## src/rtl/iobuf_pin_seq.sv

```systemverilog
// iobuf_pin_seq: half-duplex serial sequencer for one bidirectional pad.
// Drives the tri-state buffer's data input (PAD_I) and active-low enable
// (PAD_T), and samples the buffer's input path (PAD_O) through a two-flop
// synchronizer. One word per transaction: a write shifts out MSB first, and
// a read releases the pad, waits a turnaround, then shifts in MSB first.
// Every output is a flop, so the pad controls never glitch.
module iobuf_pin_seq #(
   parameter int WIDTH = 8,   // bits per transaction word
   parameter int DIV   = 4,   // clock cycles per bit period
   parameter int TA    = 2    // turnaround cycles with the pad released
) (
   input  logic             CLK,
   input  logic             RST_N,
   input  logic             START,
   input  logic             RW,
   input  logic [WIDTH-1:0] WDATA,
   output logic             BUSY,
   output logic             DONE,
   output logic [WIDTH-1:0] RDATA,
   output logic             PAD_I,
   output logic             PAD_T,
   input  logic             PAD_O
);

   // Counter widths: clog2 of each range, never narrower than one bit.
   localparam int CW = (DIV   > 1) ? $clog2(DIV)   : 1;
   localparam int BW = (WIDTH > 1) ? $clog2(WIDTH) : 1;
   localparam int TW = (TA    > 1) ? $clog2(TA)    : 1;

   typedef enum logic [2:0] {
      ST_IDLE,
      ST_WR,
      ST_TURN_WR,
      ST_TURN_RD,
      ST_RD
   } state_e;

   state_e           state_q, state_d;
   logic [WIDTH-1:0] sreg_q,  sreg_d;
   logic [CW-1:0]    cyc_q,   cyc_d;
   logic [BW-1:0]    bit_q,   bit_d;
   logic [TW-1:0]    turn_q,  turn_d;
   logic [WIDTH-1:0] rdata_q, rdata_d;
   logic             pad_t_q, pad_t_d;
   logic             pad_i_q, pad_i_d;
   logic             busy_q,  busy_d;
   logic             done_q,  done_d;
   logic             pin_meta_q;
   logic             pin_s_q;

   logic             cyc_last;
   logic             bit_last;
   logic             turn_last;
   logic [WIDTH-1:0] rd_shift;

   assign cyc_last  = (cyc_q  == CW'(DIV - 1));
   assign bit_last  = (bit_q  == BW'(WIDTH - 1));
   assign turn_last = (turn_q == TW'(TA - 1));

   // Shift register with the synchronized pin appended at the LSB.
   assign rd_shift  = (sreg_q << 1) | WIDTH'(pin_s_q);

   // State, datapath and registered outputs; reset releases the pad at once.
   always_ff @(posedge CLK or negedge RST_N) begin
      if (!RST_N) begin
         state_q    <= ST_IDLE;
         sreg_q     <= '0;
         cyc_q      <= '0;
         bit_q      <= '0;
         turn_q     <= '0;
         rdata_q    <= '0;
         pad_t_q    <= 1'b1;
         pad_i_q    <= 1'b1;
         busy_q     <= 1'b0;
         done_q     <= 1'b0;
         pin_meta_q <= 1'b1;
         pin_s_q    <= 1'b1;
      end else begin
         // NOTE: non-blocking assignments here so every flop samples the
         // pre-edge value of its neighbours, e.g. the two synchronizer stages.
         state_q    <= state_d;
         sreg_q     <= sreg_d;
         cyc_q      <= cyc_d;
         bit_q      <= bit_d;
         turn_q     <= turn_d;
         rdata_q    <= rdata_d;
         pad_t_q    <= pad_t_d;
         pad_i_q    <= pad_i_d;
         busy_q     <= busy_d;
         done_q     <= done_d;
         pin_meta_q <= PAD_O;
         pin_s_q    <= pin_meta_q;
      end
   end

   // Next-state and datapath: sequencing of bits, periods and turnarounds.
   always_comb begin
      // NOTE: every signal gets a hold default first so no path through the
      // case statement can leave it unassigned and infer a latch.
      state_d = state_q;
      sreg_d  = sreg_q;
      cyc_d   = cyc_q;
      bit_d   = bit_q;
      turn_d  = turn_q;
      rdata_d = rdata_q;

      unique case (state_q)
         ST_IDLE: begin
            if (START) begin
               sreg_d  = WDATA;
               cyc_d   = '0;
               bit_d   = '0;
               turn_d  = '0;
               state_d = RW ? ST_TURN_RD : ST_WR;
            end
         end

         ST_WR: begin
            if (cyc_last) begin
               cyc_d  = '0;
               sreg_d = sreg_q << 1;
               if (bit_last) begin
                  bit_d   = '0;
                  state_d = ST_TURN_WR;
               end else begin
                  bit_d = bit_q + BW'(1);
               end
            end else begin
               cyc_d = cyc_q + CW'(1);
            end
         end

         ST_TURN_WR: begin
            if (turn_last) begin
               turn_d  = '0;
               state_d = ST_IDLE;
            end else begin
               turn_d = turn_q + TW'(1);
            end
         end

         ST_TURN_RD: begin
            if (turn_last) begin
               turn_d  = '0;
               cyc_d   = '0;
               state_d = ST_RD;
            end else begin
               turn_d = turn_q + TW'(1);
            end
         end

         ST_RD: begin
            if (cyc_last) begin
               cyc_d  = '0;
               sreg_d = rd_shift;
               if (bit_last) begin
                  bit_d   = '0;
                  rdata_d = rd_shift;
                  state_d = ST_IDLE;
               end else begin
                  bit_d = bit_q + BW'(1);
               end
            end else begin
               cyc_d = cyc_q + CW'(1);
            end
         end

         default: state_d = ST_IDLE;
      endcase
   end

   // Output decode from the upcoming state, registered on the same edge.
   always_comb begin
      pad_t_d = (state_d != ST_WR);
      pad_i_d = (state_d == ST_WR) ? sreg_d[WIDTH-1] : 1'b1;
      busy_d  = (state_d != ST_IDLE);
      done_d  = (state_q != ST_IDLE) && (state_d == ST_IDLE);
   end

   assign PAD_T = pad_t_q;
   assign PAD_I = pad_i_q;
   assign BUSY  = busy_q;
   assign DONE  = done_q;
   assign RDATA = rdata_q;

endmodule
```

## config.mk

```make
export PLATFORM = sky130hd
export DESIGN_NAME = iobuf_pin_seq
export DESIGN_NICKNAME = d
export VERILOG_FILES = /design/src/rtl/iobuf_pin_seq.sv
export SDC_FILE = /design/constraint.sdc
export NUM_CORES = 1
export LEC_CHECK = 0
export CORE_UTILIZATION = 25
export CTS_CLUSTER_DIAMETER = 30
export DETAILED_ROUTE_END_ITERATION = 6
export PLACE_DENSITY = 0.48
export SLEW_MARGIN = 30
export SYNTH_ARGS = -nofsm -noshare
export SYNTH_HDL_FRONTEND = slang
export SYNTH_SLANG_ARGS = --single-unit
export TNS_END_PERCENT = 1
```

## constraint.sdc

```tcl
create_clock -name CLK -period 4.55 [get_ports CLK]
set_input_delay 0.455 -clock CLK [delete_from_list [all_inputs] [get_ports CLK]]
set_output_delay 0.455 -clock CLK [all_outputs]
set_load 0.01 [all_outputs]
```

==> results.cfg, run 1 <==
[die]
ios = 25
die_w_um = 76.9
die_area_um2 = 5910
dieHeight_um = 76.9
row_count = 26
start_util_pct = 26.8
fp.coreArea_um2 = 5240

[critical_path]
crit_fanout = 9
worstPathRequired_ns = 4.77
cp.arrival_ns = 2.20
startpoint_type = primary input
crit_type = in2reg
setup.worst_path.end_class = flop

[placement]
routabilityCongestion = 0.788
port-buffer-count = 24
hpwlAfterDp_um = 2020

[sta]
slew_headroom_pct = 39.8
rsz0062_at_grt = false
fin_crit_ns = 1.98
setup-tns-final_ns = 0
worstMarginPinSlew_ns = 0.901
drv_slew = 0
setup_violations = 0
fmax_mhz = 504
skew_ns = 0.00433
hold_viol = 0
hold_slack_ns = 0.357
post-route-period-util_pct = 43.6

[logic_synthesis]
ys_ff_latch = 31
syn_nets = 126
ys.warnings.count = 0
syn_area_um2 = 1400
yosysSeqAreaShare_pct = 55.7
syn_inst = 110
synth_cell_types = 35
avgSynthCellArea_um2 = 12.7

[detailed_routing]
dr.pass1.iters = 4
drt_iter0_drc = 77
finalWirelength_um = 2880
num_vias = 978
drc_errors = 0
viasPerCell = 4.70
wl_per_cell_um = 13.9
ant_nets = 0

[clocking]
ctsHoldBuffers = 0
post_cts_resized = 0
clock-root-buffer = clkbuf_8
tritoncts.num_buffers = 5
clk_latency_ns = 0.28
clockBufferDepth = 2
h-tree-depth = 2
cts.clk_slew.worst_paths_ns = 0.06
clkSinkCount = 31
tritoncts = yes
post_cts_buffers = 0

[outcome]
outcome = complete, no violations

[worst_hold_path]
worstHoldPathType = reg2reg

[cells_and_area]
fill_cells = 539
drive_gt1_share_pct = 18.1
layout_common_cells = dfrtp_1, clkdlybuf4s50_1, a22o_1
layout_commonest_cell = dfrtp_1
nets = 153
area_growth_syn_to_layout_pct = 27.6
diodes = 0

[pwr]
p_leak_nw = 0.813
max-vdd-ir-drop_mv = 0.160
p_per_area_nw_per_um2 = 570

[grt]
grt_max_degree = 32
first_global_vias = 1057
grt_pass1_wl_um = 5050
grt_overflow = 0
gr-usage-all-layers_pct = 11.2
antenna_found_initial = 0

[job]
drv_cap = 0
-- final timing paths --
path,start,to,slack (ns),depth (start not counted)
setup / recovery,START,BUSY$_DFF_PN0_,2.57,5
hold / removal,pin_meta_q$_DFF_PN1_,pin_s_q$_DFF_PN1_,0.36,0
setup reg to reg,state_q[2]$_DFF_PN0_,BUSY$_DFF_PN0_,2.64,4
hold reg to reg,pin_meta_q$_DFF_PN1_,pin_s_q$_DFF_PN1_,0.36,0
max in group asynchronous,RST_N,PAD_T$_DFF_PN1_,3.66,2
min in group asynchronous,RST_N,DONE$_DFF_PN0_,0.56,2
-- cell families after synthesis --
| group | count (synthesis) | share of synthesized area (%) |
|---|---|---|
| DFF | 31 | 55.7 |
| AOI/OAI and AO/OA | 32 | 17.9 |
| muxes | 9 | 7.14 |
| xor gates and xnor gates | 1 | 0.625 |
| buffers and inverters | 7 | 4.02 |
| adders and majority gates | 3 | 2.68 |
| and+or+nand+nor | 27 | 12.0 |
-- where the power goes --
group          total [mW]  switching, mW  internal [mW]
Combinational       0.325          0.151          0.175
Sequential          0.460         0.0946          0.366
Clock               0.233         0.0954          0.138
Total                1.02          0.341          0.678
-- synthesized netlist by cell type (all sizes together) --
| cell | count | share of area [%] |
|---|---|---|
| a311oi | 1 | 1.1 |
| mux2 | 8 | 6.4 |
| inv | 2 | 0.54 |
| nand4b | 1 | 0.63 |
| nor2 | 4 | 1.1 |
| mux2i | 1 | 0.71 |
| a221o | 3 | 2.1 |
| and2 | 1 | 0.45 |
| o311a | 1 | 0.71 |
| a21o | 6 | 3.2 |
| o21a | 1 | 0.54 |
| clkbuf | 3 | 2.3 |
| a21oi | 2 | 0.71 |
| nand2 | 8 | 2.1 |
| nor3 | 1 | 0.36 |
| nand2b | 1 | 0.45 |
| a31oi | 1 | 0.45 |
| nand3b | 1 | 0.54 |
| or3 | 2 | 0.89 |
| and3b | 1 | 0.71 |
| xnor2 | 1 | 0.63 |
| dfrtp | 27 | 48 |
| nand4bb | 1 | 0.80 |
| or2 | 1 | 0.45 |
| nor3b | 3 | 2.0 |
| o21ai | 6 | 2.1 |
| ha | 3 | 2.7 |
| nor4b | 1 | 1.1 |
| a22o | 11 | 6.9 |
| buf | 2 | 1.2 |
| and3 | 1 | 0.45 |
| dfstp | 4 | 7.5 |
-- final cells by class --
class	count	area, um^2	share of cell area, %
multi-input cells	72	564	31.6
inverters	2	7.51	0.420
repair buffers	25	248	13.9
clock buffers	8	100	5.60
flip-flops and latches	31	781	43.7
well taps	70	87.6	4.90
-- through the flow --
stage,worst slack [ns],cells,util (%),area (um^2),power (mW)
finish,2.57,208,34.1,1790,1.02
global route,2.45,208,34.1,1790,1.10
CTS,2.61,208,34.1,1790,1.03
detailed placement,2.34,200,32.2,1690,0.790
global placement,2.40,200,32.2,1690,0.779
floorplan,2.92,110,-,1400,0.705
-- routing by layer --
layer  global-route usage (%)  wire (um)  vias up
met2                     15.8       1210       35
met1                     15.4       1460      474
li1                         -          -      462
met3                     3.69        157        7
met5                        0          0        -
met4                     4.62         54        0
-- worst max-delay path, stage by stage --
cell             delay, ns
clkdlybuf4s50_1       0.54
nor4b_2               0.76
nand2_1               0.10
o21ai_0               0.17
or3_1                 0.18
-- registers in the layout (all words and copies together) (netlist names) --
name	count
BUSY	1
DONE	1
PAD_I	1
PAD_T	1
RDATA	8
bit_q	3
cyc_q	2
pin_meta_q	1
pin_s_q	1
sreg_q	8
state_q	3
turn_last	1
Note: power is estimated with default switching activity, not from simulation.
==> run 2: changes to the inputs <==
==> constraint.sdc (replaced) <==
create_clock -name CLK -period 1.95 [get_ports CLK]
set_input_delay 0.195 -clock CLK [delete_from_list [all_inputs] [get_ports CLK]]
set_output_delay 0.195 -clock CLK [all_outputs]
set_load 0.01 [all_outputs]
==> results.cfg, run 2 (synthesis results as in run 1) <==
[outcome]
outcome = complete, no violations

[die]
fp.coreArea_um2 = 5240
die_w_um = 76.9
die_area_um2 = 5910
row_count = 26
dieHeight_um = 76.9
start_util_pct = 26.8
ios = 25

[pwr]
seqPwrFrac_pct = 44.3
p_int_mw = 1.58
combPwrFrac_pct = 34.0
p_leak_nw = 0.832
p_sw_share_pct = 34.0
max-vdd-ir-drop_mv = 0.380
clock_power_share_pct = 21.7
total_power_mw = 2.39
switching_power_uw = 811
p_per_area_nw_per_um2 = 1310

[cells_and_area]
register_area_um2 = 781
multiInputGateArea_um2 = 576
layout_common_cells = dfrtp_1, clkdlybuf4s50_1, a22o_1
area_growth_syn_to_layout_pct = 29.9
fill_cells = 524
drive_gt1_share_pct = 21.1
layout_commonest_cell = dfrtp_1
diodes = 0
nets = 157

[detailed_routing]
finalWirelength_um = 2980
drc_errors = 0
dr.pass1.iters = 4
drt_iter0_drc = 26
num_vias = 988
viasPerCell = 4.66
ant_nets = 0
wl_per_cell_um = 14.0

[placement]
port-buffer-count = 24
hpwlAfterDp_um = 2060
routabilityCongestion = 0.745
pre_cts_slack_ns = -0.0232

[critical_path]
crit_type = reg2reg
ff2ff_path_depth = 5
setup.worst_path.end_class = flop
crit_fanout = 10
cp.arrival_ns = 1.93
startpoint_type = flop
worstPathRequired_ns = 2.11

[job]
drv_cap = 0

[sta]
worstMarginPinSlew_ns = 0.555
hold_viol = 0
rsz0062_at_grt = false
slew_headroom_pct = 62.8
setup_violations = 0
skew_ns = 0.00958
drv_slew = 0
post-route-period-util_pct = 90.9
fmax_mhz = 564
setup_slack_ns = 0.177
fin_crit_ns = 1.77

[grt]
grt.met2_usage_pct = 15.6
first_global_vias = 1034
busiest_layer = met2
grt_overflow = 0
grt_pass1_wl_um = 5000
gr-usage-all-layers_pct = 11.0
grt_max_degree = 32
grt_util_met1_pct = 14.9
globalRouteMet3Util_pct = 3.93
antenna_found_initial = 0

[clocking]
clk_latency_ns = 0.29
post_cts_buffers = 0
h-tree-depth = 2
tritoncts = yes
clockBufferDepth = 2
clock-root-buffer = clkbuf_8
tritoncts.num_buffers = 5
clkSinkCount = 31
cts.clk_slew.worst_paths_ns = 0.06

[worst_hold_path]
min_path_cells = 1
worstHoldPathType = in2reg
==> run 2: cell types whose count changed in the layout (fill, tap and decap cells not counted), sizes merged <==
cell    delta
clkbuf     -1
buf        +4
clkinv     +1
==> run 2: worst max-delay path, cell delays in order, from the launching register on <==
cell	delay [ns]
dfrtp_1	0.52
buf_4	0.22
and3b_2	0.20
a311oi_2	0.31
nor2_1	0.09
or3_1	0.31
==> run 2: worst paths after layout <==
kind,from,end,slack (ns)
worst min register to register,pin_meta_q$_DFF_PN1_,pin_s_q$_DFF_PN1_,0.36
min in group asynchronous,RST_N,turn_last$_DFFE_PN0P_,0.32
worst min-delay path,PAD_O,pin_meta_q$_DFF_PN1_,0.31
worst max register to register,state_q[0]$_DFF_PN0_,BUSY$_DFF_PN0_,0.18
worst max-delay path,state_q[0]$_DFF_PN0_,BUSY$_DFF_PN0_,0.18
max in group asynchronous,RST_N,pin_meta_q$_DFF_PN1_,1.30
==> run 2: layout make-up <==
type	instances	area share [%]
Sequential cell	31	42.9
Tap cell	70	4.81
Inverter	2	0.412
Clock inverter	1	0.275
Multi-Input combinational cell	72	31.6
Timing Repair Buffer	29	15.3
Clock buffer	7	4.74
==> run 2: repair_timing <==
item,4_1_cts,5_1_grt
hold buffers,0,0
endpoints found under the setup margin,0,3
gates resized for setup,0,2
hold endpoints to repair,0,0
==> run 2: layer usage <==
| metal | routed length, um | vias to the layer above | share of wire (%) |
|---|---|---|---|
| met5 | 0 | - | 0 |
| met4 | 55 | 0 | 1.8 |
| met3 | 180 | 6 | 6.0 |
| met2 | 1310 | 33 | 44 |
| met1 | 1430 | 477 | 48 |
| li1 | - | 472 | - |
==> run 2: metrics by stage <==
stage | cell area, um^2 | hold WS [ns] | setup TNS (ns) | instances | utilization, %
finish | 1820 | 0.313 | 0 | 212 | 34.8
global route | 1820 | 0.305 | 0 | 212 | 34.8
CTS | 1810 | 0.307 | 0 | 212 | 34.5
detailed placement | 1720 | 0.347 | -0.0392 | 204 | 32.8
global placement | 1720 | 0.347 | 0 | 204 | 32.8
floorplan | 1400 | -0.101 | 0 | 110 | -
==> run 2: power by group through the flow <==
stage | Clock, mW | Combinational [mW] | Sequential (mW)
finish | 0.519 | 0.811 | 1.06
global route | 0.560 | 0.906 | 1.09
CTS | 0.536 | 0.815 | 1.05
detailed placement | 0 | 0.811 | 1.05
global placement | 0 | 0.792 | 1.06
floorplan | 0 | 0.666 | 0.978
==> run 3: changes to the inputs <==
--- a/config.mk
+++ b/config.mk
@@ -7,6 +7,7 @@
 export LEC_CHECK = 0
 export CORE_UTILIZATION = 25
 export CTS_CLUSTER_DIAMETER = 30
+export CTS_CLUSTER_SIZE = 20
 export DETAILED_ROUTE_END_ITERATION = 6
 export PLACE_DENSITY = 0.48
 export SLEW_MARGIN = 30
==> results of run 3 <==
Final layout, timing and power as in run 2 (identical DEF).
